File: config.mk
export PLATFORM = sky130hd
export DESIGN_NAME = main_ctrl_fsm_flat
export DESIGN_NICKNAME = d
export VERILOG_FILES = /design/src/rtl/main_ctrl_fsm_pkg.sv /design/src/rtl/main_ctrl_fsm_if.sv /design/src/rtl/main_ctrl_opdec.sv /design/src/rtl/main_ctrl_fsm.sv /design/src/flat_wrapper.sv
export SDC_FILE = /design/constraint.sdc
export NUM_CORES = 1
export LEC_CHECK = 0
export ABC_AREA = 1
export ABC_CLOCK_PERIOD_IN_PS = 1400
export CAP_MARGIN = 0
export CORE_AREA = 2 2 39 41
export DETAILED_ROUTE_END_ITERATION = 12
export DIE_AREA = 0 0 41 43
export DONT_BUFFER_PORTS = 1
export GPL_ROUTABILITY_DRIVEN = 0
export PLACE_DENSITY = 0.62
export SLEW_MARGIN = 40
export SYNTH_ARGS = -nofsm -noshare
export SYNTH_HDL_FRONTEND = slang
export SYNTH_SLANG_ARGS = --single-unit
File: constraint.sdc
create_clock -name clk -period 1.4 [get_ports clk]
set_input_delay 0.21 -clock clk [delete_from_list [all_inputs] [get_ports clk]]
set_output_delay 0.21 -clock clk [all_outputs]
set_load 0.01 [all_outputs]
File: src/rtl/main_ctrl_fsm_pkg.sv
// Shared definitions for the multicycle MIPS main control FSM.
// Contents:
//   - widths:    OPCODE_W (IR[31:26]), ALUOP_W (AluOp bus), STATE_W (state register)
//   - opcodes:   Op* constants for every opcode the controller recognises
//   - AluOp:     Alu* codes driven towards the ALU-control decoder
//   - state_e:   FSM state encoding, IDLE=0 .. JAL=13
//   - op_class_e: coarse opcode classes produced by main_ctrl_opdec
package main_ctrl_fsm_pkg;

  localparam int unsigned OPCODE_W = 6;
  localparam int unsigned ALUOP_W  = 4;
  localparam int unsigned STATE_W  = 4;

  localparam logic [OPCODE_W-1:0] OpRtype = 6'b000000;
  localparam logic [OPCODE_W-1:0] OpJ     = 6'b000010;
  localparam logic [OPCODE_W-1:0] OpJal   = 6'b000011;
  localparam logic [OPCODE_W-1:0] OpBeq   = 6'b000100;
  localparam logic [OPCODE_W-1:0] OpBne   = 6'b000101;
  localparam logic [OPCODE_W-1:0] OpAddi  = 6'b001000;
  localparam logic [OPCODE_W-1:0] OpAddiu = 6'b001001;
  localparam logic [OPCODE_W-1:0] OpSlti  = 6'b001010;
  localparam logic [OPCODE_W-1:0] OpSltiu = 6'b001011;
  localparam logic [OPCODE_W-1:0] OpAndi  = 6'b001100;
  localparam logic [OPCODE_W-1:0] OpOri   = 6'b001101;
  localparam logic [OPCODE_W-1:0] OpXori  = 6'b001110;
  localparam logic [OPCODE_W-1:0] OpLui   = 6'b001111;
  localparam logic [OPCODE_W-1:0] OpLw    = 6'b100011;
  localparam logic [OPCODE_W-1:0] OpSw    = 6'b101011;

  localparam logic [ALUOP_W-1:0] AluAdd   = 4'b0000;
  localparam logic [ALUOP_W-1:0] AluSub   = 4'b0001;
  localparam logic [ALUOP_W-1:0] AluRtype = 4'b0010;
  localparam logic [ALUOP_W-1:0] AluSlti  = 4'b0011;
  localparam logic [ALUOP_W-1:0] AluAndi  = 4'b0100;
  localparam logic [ALUOP_W-1:0] AluOri   = 4'b0101;
  localparam logic [ALUOP_W-1:0] AluXori  = 4'b0110;
  localparam logic [ALUOP_W-1:0] AluLui   = 4'b0111;
  localparam logic [ALUOP_W-1:0] AluSltiu = 4'b1000;

  typedef enum logic [STATE_W-1:0] {
    StIdle     = 4'd0,
    StFetch    = 4'd1,
    StDecode   = 4'd2,
    StMemAddr  = 4'd3,
    StMemRead  = 4'd4,
    StMemWb    = 4'd5,
    StMemWrite = 4'd6,
    StRExec    = 4'd7,
    StRWb      = 4'd8,
    StBranch   = 4'd9,
    StJump     = 4'd10,
    StIExec    = 4'd11,
    StIWb      = 4'd12,
    StJal      = 4'd13
  } state_e;

  typedef enum logic [2:0] {
    ClsIllegal,
    ClsRtype,
    ClsMem,
    ClsBranch,
    ClsJump,
    ClsImm,
    ClsJal
  } op_class_e;

endpackage

File: src/rtl/main_ctrl_fsm_if.sv
// Control bus between the main control FSM and the multicycle datapath.
// Signals:
//   opcode, mem_ready            datapath -> controller
//   pc_write .. illegal_op       controller -> datapath (enables, mux selects, AluOp)
// Modports:
//   master  controller side (main_ctrl_fsm)
//   slave   datapath side
interface main_ctrl_fsm_if;

  logic [main_ctrl_fsm_pkg::OPCODE_W-1:0] opcode;
  logic                                   mem_ready;
  logic                                   pc_write;
  logic                                   pc_write_eq;
  logic                                   pc_write_ne;
  logic                                   i_or_d;
  logic                                   mem_read;
  logic                                   mem_write;
  logic                                   ir_write;
  logic                                   reg_dst;
  logic                                   reg_write;
  logic                                   mem_to_reg;
  logic                                   link;
  logic                                   ext_zero;
  logic                                   alu_src_a;
  logic [1:0]                             alu_src_b;
  logic [1:0]                             pc_source;
  logic [main_ctrl_fsm_pkg::ALUOP_W-1:0]  alu_op;
  logic                                   illegal_op;

  modport master (
    input  opcode, mem_ready,
    output pc_write, pc_write_eq, pc_write_ne, i_or_d, mem_read, mem_write, ir_write,
           reg_dst, reg_write, mem_to_reg, link, ext_zero, alu_src_a, alu_src_b,
           pc_source, alu_op, illegal_op
  );

  modport slave (
    output opcode, mem_ready,
    input  pc_write, pc_write_eq, pc_write_ne, i_or_d, mem_read, mem_write, ir_write,
           reg_dst, reg_write, mem_to_reg, link, ext_zero, alu_src_a, alu_src_b,
           pc_source, alu_op, illegal_op
  );

endinterface

File: src/rtl/main_ctrl_opdec.sv
// Combinational opcode decoder for the main control FSM.
// Ports:
//   opcode      in   IR[31:26]
//   op_class    out  coarse class selecting the post-DECODE path
//   imm_alu_op  out  AluOp for I-type arithmetic/logic (addi/addiu -> add)
//   ext_zero    out  1 for andi/ori/xori (zero-extended immediate)
//   illegal     out  opcode not supported by this controller
// Build option: CTRL_JAL_EN makes jal a legal class; otherwise it decodes as illegal.
module main_ctrl_opdec
  import main_ctrl_fsm_pkg::*;
(
  input  logic [OPCODE_W-1:0] opcode,
  output op_class_e           op_class,
  output logic [ALUOP_W-1:0]  imm_alu_op,
  output logic                ext_zero,
  output logic                illegal
);

  always_comb begin
    op_class   = ClsIllegal;
    imm_alu_op = AluAdd;
    case (opcode)
      OpRtype:        op_class = ClsRtype;
      OpLw, OpSw:     op_class = ClsMem;
      OpBeq, OpBne:   op_class = ClsBranch;
      OpJ:            op_class = ClsJump;
`ifdef CTRL_JAL_EN
      OpJal:          op_class = ClsJal;
`else
      OpJal:          op_class = ClsIllegal;
`endif
      OpAddi, OpAddiu: op_class = ClsImm;
      OpSlti:  begin op_class = ClsImm; imm_alu_op = AluSlti;  end
      OpSltiu: begin op_class = ClsImm; imm_alu_op = AluSltiu; end
      OpAndi:  begin op_class = ClsImm; imm_alu_op = AluAndi;  end
      OpOri:   begin op_class = ClsImm; imm_alu_op = AluOri;   end
      OpXori:  begin op_class = ClsImm; imm_alu_op = AluXori;  end
      OpLui:   begin op_class = ClsImm; imm_alu_op = AluLui;   end
      default:        op_class = ClsIllegal;
    endcase
  end

  assign ext_zero = (opcode == OpAndi) || (opcode == OpOri) || (opcode == OpXori);
  assign illegal  = (op_class == ClsIllegal);

endmodule

File: src/rtl/main_ctrl_fsm.sv
// Multicycle MIPS main control FSM.
// Sequences FETCH/DECODE/EXEC/MEM/WB from the IR opcode and drives datapath enables and the
// 4-bit AluOp for the downstream ALU-control decoder. Memory states stall until mem_ready.
// Ports:
//   clk    in   clock, all state changes on posedge
//   reset  in   asynchronous active-high reset, forces IDLE
//   bus    main_ctrl_fsm_if.master: opcode/mem_ready in, control outputs out
// Build option: CTRL_JAL_EN adds the JAL state (PC <- jump target, $31 <- PC via link).
module main_ctrl_fsm
  import main_ctrl_fsm_pkg::*;
(
  input logic            clk,
  input logic            reset,
  main_ctrl_fsm_if.master bus
);

  state_e             state_q, state_d;
  op_class_e          dec_class;
  logic [ALUOP_W-1:0] dec_alu_op;
  logic               dec_ext_zero;
  logic               dec_illegal;

  main_ctrl_opdec u_opdec (
    .opcode     (bus.opcode),
    .op_class   (dec_class),
    .imm_alu_op (dec_alu_op),
    .ext_zero   (dec_ext_zero),
    .illegal    (dec_illegal)
  );

  always_ff @(posedge clk or posedge reset) begin
    if (reset) begin
      state_q <= StIdle;
    end else begin
      state_q <= state_d;
    end
  end

  always_comb begin
    state_d         = state_q;
    bus.pc_write    = 1'b0;
    bus.pc_write_eq = 1'b0;
    bus.pc_write_ne = 1'b0;
    bus.i_or_d      = 1'b0;
    bus.mem_read    = 1'b0;
    bus.mem_write   = 1'b0;
    bus.ir_write    = 1'b0;
    bus.reg_dst     = 1'b0;
    bus.reg_write   = 1'b0;
    bus.mem_to_reg  = 1'b0;
    bus.link        = 1'b0;
    bus.alu_src_a   = 1'b0;
    bus.alu_src_b   = 2'b00;
    bus.pc_source   = 2'b00;
    bus.alu_op      = AluAdd;
    bus.illegal_op  = 1'b0;

    case (state_q)
      StIdle: state_d = StFetch;

      StFetch: begin
        bus.mem_read  = 1'b1;
        bus.alu_src_b = 2'b01;
        // Only outputs gated by an input: IR and PC load the cycle the fetch completes.
        if (bus.mem_ready) begin
          bus.ir_write = 1'b1;
          bus.pc_write = 1'b1;
          state_d      = StDecode;
        end
      end

      StDecode: begin
        bus.alu_src_b  = 2'b11;
        bus.illegal_op = dec_illegal;
        case (dec_class)
          ClsMem:    state_d = StMemAddr;
          ClsRtype:  state_d = StRExec;
          ClsBranch: state_d = StBranch;
          ClsJump:   state_d = StJump;
          ClsImm:    state_d = StIExec;
`ifdef CTRL_JAL_EN
          ClsJal:    state_d = StJal;
`endif
          default:   state_d = StFetch;
        endcase
      end

      StMemAddr: begin
        bus.alu_src_a = 1'b1;
        bus.alu_src_b = 2'b10;
        state_d       = (bus.opcode == OpSw) ? StMemWrite : StMemRead;
      end

      StMemRead: begin
        bus.mem_read = 1'b1;
        bus.i_or_d   = 1'b1;
        if (bus.mem_ready) state_d = StMemWb;
      end

      StMemWb: begin
        bus.reg_write  = 1'b1;
        bus.mem_to_reg = 1'b1;
        state_d        = StFetch;
      end

      StMemWrite: begin
        bus.mem_write = 1'b1;
        bus.i_or_d    = 1'b1;
        if (bus.mem_ready) state_d = StFetch;
      end

      StRExec: begin
        bus.alu_src_a = 1'b1;
        bus.alu_op    = AluRtype;
        state_d       = StRWb;
      end

      StRWb: begin
        bus.reg_dst   = 1'b1;
        bus.reg_write = 1'b1;
        state_d       = StFetch;
      end

      StBranch: begin
        bus.alu_src_a   = 1'b1;
        bus.alu_op      = AluSub;
        bus.pc_source   = 2'b01;
        bus.pc_write_eq = (bus.opcode == OpBeq);
        bus.pc_write_ne = (bus.opcode == OpBne);
        state_d         = StFetch;
      end

      StJump: begin
        bus.pc_write  = 1'b1;
        bus.pc_source = 2'b10;
        state_d       = StFetch;
      end

      StIExec: begin
        bus.alu_src_a = 1'b1;
        bus.alu_src_b = 2'b10;
        bus.alu_op    = dec_alu_op;
        state_d       = StIWb;
      end

      StIWb: begin
        bus.reg_write = 1'b1;
        state_d       = StFetch;
      end

`ifdef CTRL_JAL_EN
      StJal: begin
        bus.pc_write  = 1'b1;
        bus.pc_source = 2'b10;
        bus.reg_write = 1'b1;
        bus.link      = 1'b1;
        state_d       = StFetch;
      end
`endif

      // Unused encodings (and JAL when not built in) recover through IDLE.
      default: state_d = StIdle;
    endcase
  end

  // Immediate extension follows the opcode alone; held low in IDLE so reset quiets every output.
  assign bus.ext_zero = dec_ext_zero && (state_q != StIdle);

endmodule

File: src/flat_wrapper.sv
// flat-port wrapper written by rule: the top's interface ports become plain ports
module main_ctrl_fsm_flat import main_ctrl_fsm_pkg::*;
  (clk, reset, bus_opcode, bus_mem_ready, bus_pc_write, bus_pc_write_eq, bus_pc_write_ne, bus_i_or_d, bus_mem_read, bus_mem_write, bus_ir_write, bus_reg_dst, bus_reg_write, bus_mem_to_reg, bus_link, bus_ext_zero, bus_alu_src_a, bus_alu_src_b, bus_pc_source, bus_alu_op, bus_illegal_op);
  main_ctrl_fsm_if bus_i ();
  input logic clk;
  input logic reset;
  input wire logic [$bits(bus_i.opcode)-1:0] bus_opcode;
  input wire logic [$bits(bus_i.mem_ready)-1:0] bus_mem_ready;
  output wire logic [$bits(bus_i.pc_write)-1:0] bus_pc_write;
  output wire logic [$bits(bus_i.pc_write_eq)-1:0] bus_pc_write_eq;
  output wire logic [$bits(bus_i.pc_write_ne)-1:0] bus_pc_write_ne;
  output wire logic [$bits(bus_i.i_or_d)-1:0] bus_i_or_d;
  output wire logic [$bits(bus_i.mem_read)-1:0] bus_mem_read;
  output wire logic [$bits(bus_i.mem_write)-1:0] bus_mem_write;
  output wire logic [$bits(bus_i.ir_write)-1:0] bus_ir_write;
  output wire logic [$bits(bus_i.reg_dst)-1:0] bus_reg_dst;
  output wire logic [$bits(bus_i.reg_write)-1:0] bus_reg_write;
  output wire logic [$bits(bus_i.mem_to_reg)-1:0] bus_mem_to_reg;
  output wire logic [$bits(bus_i.link)-1:0] bus_link;
  output wire logic [$bits(bus_i.ext_zero)-1:0] bus_ext_zero;
  output wire logic [$bits(bus_i.alu_src_a)-1:0] bus_alu_src_a;
  output wire logic [$bits(bus_i.alu_src_b)-1:0] bus_alu_src_b;
  output wire logic [$bits(bus_i.pc_source)-1:0] bus_pc_source;
  output wire logic [$bits(bus_i.alu_op)-1:0] bus_alu_op;
  output wire logic [$bits(bus_i.illegal_op)-1:0] bus_illegal_op;
  assign bus_i.opcode = bus_opcode;
  assign bus_i.mem_ready = bus_mem_ready;
  assign bus_pc_write = bus_i.pc_write;
  assign bus_pc_write_eq = bus_i.pc_write_eq;
  assign bus_pc_write_ne = bus_i.pc_write_ne;
  assign bus_i_or_d = bus_i.i_or_d;
  assign bus_mem_read = bus_i.mem_read;
  assign bus_mem_write = bus_i.mem_write;
  assign bus_ir_write = bus_i.ir_write;
  assign bus_reg_dst = bus_i.reg_dst;
  assign bus_reg_write = bus_i.reg_write;
  assign bus_mem_to_reg = bus_i.mem_to_reg;
  assign bus_link = bus_i.link;
  assign bus_ext_zero = bus_i.ext_zero;
  assign bus_alu_src_a = bus_i.alu_src_a;
  assign bus_alu_src_b = bus_i.alu_src_b;
  assign bus_pc_source = bus_i.pc_source;
  assign bus_alu_op = bus_i.alu_op;
  assign bus_illegal_op = bus_i.illegal_op;
  main_ctrl_fsm u_core (.clk(clk), .reset(reset), .bus(bus_i));
endmodule
==> results.cfg <==
[status]
outcome = finished with violations
violations = setup timing

[critical_path]
startpoint_type = flop
worstReg2RegStart = u_core.state_q[3]$_DFFE_PP0P_
reg2regPathDepth = 7
cp_slowest_cell = dfrtp_2
crit_type = flop to output pin
worstSetupStartpoint = u_core.state_q[2]$_DFFE_PP0P_
crit_path_max_fanout = 4
r2r-end = u_core.state_q[2]$_DFFE_PP0P_
cp.required_ns = 1.19
rrSetupSlack_ns = 0.07
arrival_ns = 1.38
end_kind = output pin
slowest_delay_ns = 0.43
crit_chain = inv_2 -> nand2_4 -> nor2_4 -> nand2_2 -> nor3_2 -> buf_4

[detailed_routing]
wirelength_mm = 1.74
antenna_left = 0
num_vias = 741
drc = 0
wire_per_inst_um = 12.3
drt_iter0_drc = 9
avgViaCountPerCell = 5.26
dr.pass1.iters = 4

[timing]
drv_slew = 0
finalSetupViolCount = 14
hold_viol_final = 0
clock_skew_ns = 0.00274
period_share_pct = 113
setup_ws_ns = -0.188
period_needed_ns = 1.59
fmax_ghz = 0.630
rsz0062_at_grt = yes

[logic_synthesis]
synth_area_um2 = 559
yosysSeqAreaShare_pct = 17.9
syn_avg_cell_area_um2 = 5.18
synth_edf_count = 0
syn_nets = 117
async_reset_ff_share_pct = 100
synth_seq_cells = 4
synth_cell_types = 18
ys_warn_count = 0
synth_ff_type = dfrtp_1
syn_inst = 108

[clock_network]
numClockSinks = 4
clkSlewWorstSetupHoldPaths_ns = 0.04
cts_root_buf = clkbuf_4
cts_buffers = 3
clkLatencyLatePin_ns = 0.23
h-tree-depth = 1
cts_buffer_depth = 2
cts_tree = done

[global_routing]
grt_overflow = 0
grt_usage_pct = 20.6
grt_pass1_wl_mm = 2.55
grt_antenna_before_repair = 0
grt_pass1_vias = 635
grt_max_degree = 7

[worst_hold_path]
min_to = u_core.state_q[1]$_DFFE_PP0P_
holdPathStages = 4
hold_class = primary input to flop
holdCritStartpoint = bus_opcode[3]

[layout]
largest_reg_flops = 4
insertedDiodeCount = 0
drive_gt1_share_pct = 48.0
mostFrequentLayoutCell = nand2_1
regMostFlops = u_core.state_q
layout_common_cells = nand2_1 (21), buf_4 (13), inv_1 (11), nor2_1 (11), nor2_2 (9)
final_util_pct = 61.8
stdcell_count = 141
nNetsFinal = 136
area_growth_syn_to_layout_pct = 53.0
top_regs = u_core.state_q: 4 flops

[die]
pin_count = 31
initial_core_util_pct = 40.4
rows = 14
die_area_um2 = 1760
fp.dieW_um = 41
core-area_um2 = 1380
die_y_um = 43

[run]
maxCapViolations = 0

[placement]
pre_cts_ws_ns = 0.0409
io_buffers = 0
dp.cells = 132
hpwlAfterDp_mm = 1.29

[power]
power_density_nw_per_um2 = 1550
irDropWorstVdd_mv = 1.18
leakage_nw = 0.401
[worst max-delay path: cells and delay by family (launching register included)]
family,cells,cell delay (ns)
buf+inv,2,0.25
flops,1,0.43
simple gates,4,0.47
[layer usage]
layer  vias to the layer above  wire length, µm  global-route usage [%]
met3                         0              147                    6.81
li1                        376                -                       -
met4                         0                0                    2.00
met1                       336              643                    26.5
met5                         -                0                       0
met2                        29              944                    33.4
[through the flow]
| step | cell area (µm²) | TNS [ns] | hold slack (ns) | power, mW |
|---|---|---|---|---|
| 2_1_floorplan | 559 | 0 | -0.0239 | 0.716 |
| 3_3_place_gp | 639 | 0 | -0.0121 | 0.932 |
| 3_5_place_dp | 639 | 0 | -0.00930 | 0.933 |
| 4_1_cts | 751 | -1.57 | 0.205 | 1.19 |
| 5_1_grt | 856 | -2.72 | 0.222 | 1.45 |
| 6_report | 856 | -1.49 | 0.210 | 1.33 |
[what timing repair did]
item                                   CTS  global route
setup endpoints to repair               17            22
hold buffers                             1             0
setup buffers                            3             2
endpoints found under the hold margin    4             0
pin swaps                                5            11
resized for setup                       18            27
[report_power, final]
group          total [mW]  switching (mW)  internal (mW)  leakage, nW
Combinational       0.960           0.613          0.347        0.339
Sequential          0.227          0.0614          0.166       0.0474
Clock               0.142          0.0459         0.0958       0.0138
Total                1.33           0.720          0.609        0.401
[final cells by class]
class	instances	area [µm²]
fill	136	528
inverter	19	71.3
clock buffer	3	22.5
multi-input combinational	84	519
sequential	4	104
timing repair buffer	15	119
tap	16	20.0
[kinds of logic (layout without fill, tap and decap cells)]
logic type | count (synthesis) | after routing | share of synthesized area, %
AO/OA/AOI/OAI | 17 | 17 | 16.8
buffers and inverters | 20 | 37 | 14.1
flip-flops | 4 | 4 | 17.9
other | 1 | 1 | 0.670
AND/OR/NAND/NOR | 66 | 66 | 50.6
[worst max-delay path by stage]
stage                            endpoint  slack [ns]  depth (start not counted)
final                     bus_pc_write_eq       -0.19                          6
after global routing      bus_pc_write_eq       -0.28                          6
after CTS                   bus_alu_op[1]       -0.18                          8
after detailed placement  bus_pc_write_eq        0.04                          6
after global placement      bus_alu_op[1]        0.05                          8
after floorplan           bus_pc_write_eq      0.0005                          5
[cell usage after synthesis, types with 2 or more instances]
master   number  share of area [%]
inv_1        15                 10
inv_2         4                2.7
dfrtp_1       4                 18
nor2_1       22                 15
nor2_2        5                5.6
nor3_1        2                1.8
nand2_1      28                 19
o22ai_1       4                4.5
o21ai_1       3                2.7
nand3_1       5                4.5
a21oi_1       3                2.7
nand4_1       2                2.2
o21ai_0       6                5.4
Power figures use the tool's default switching activity.
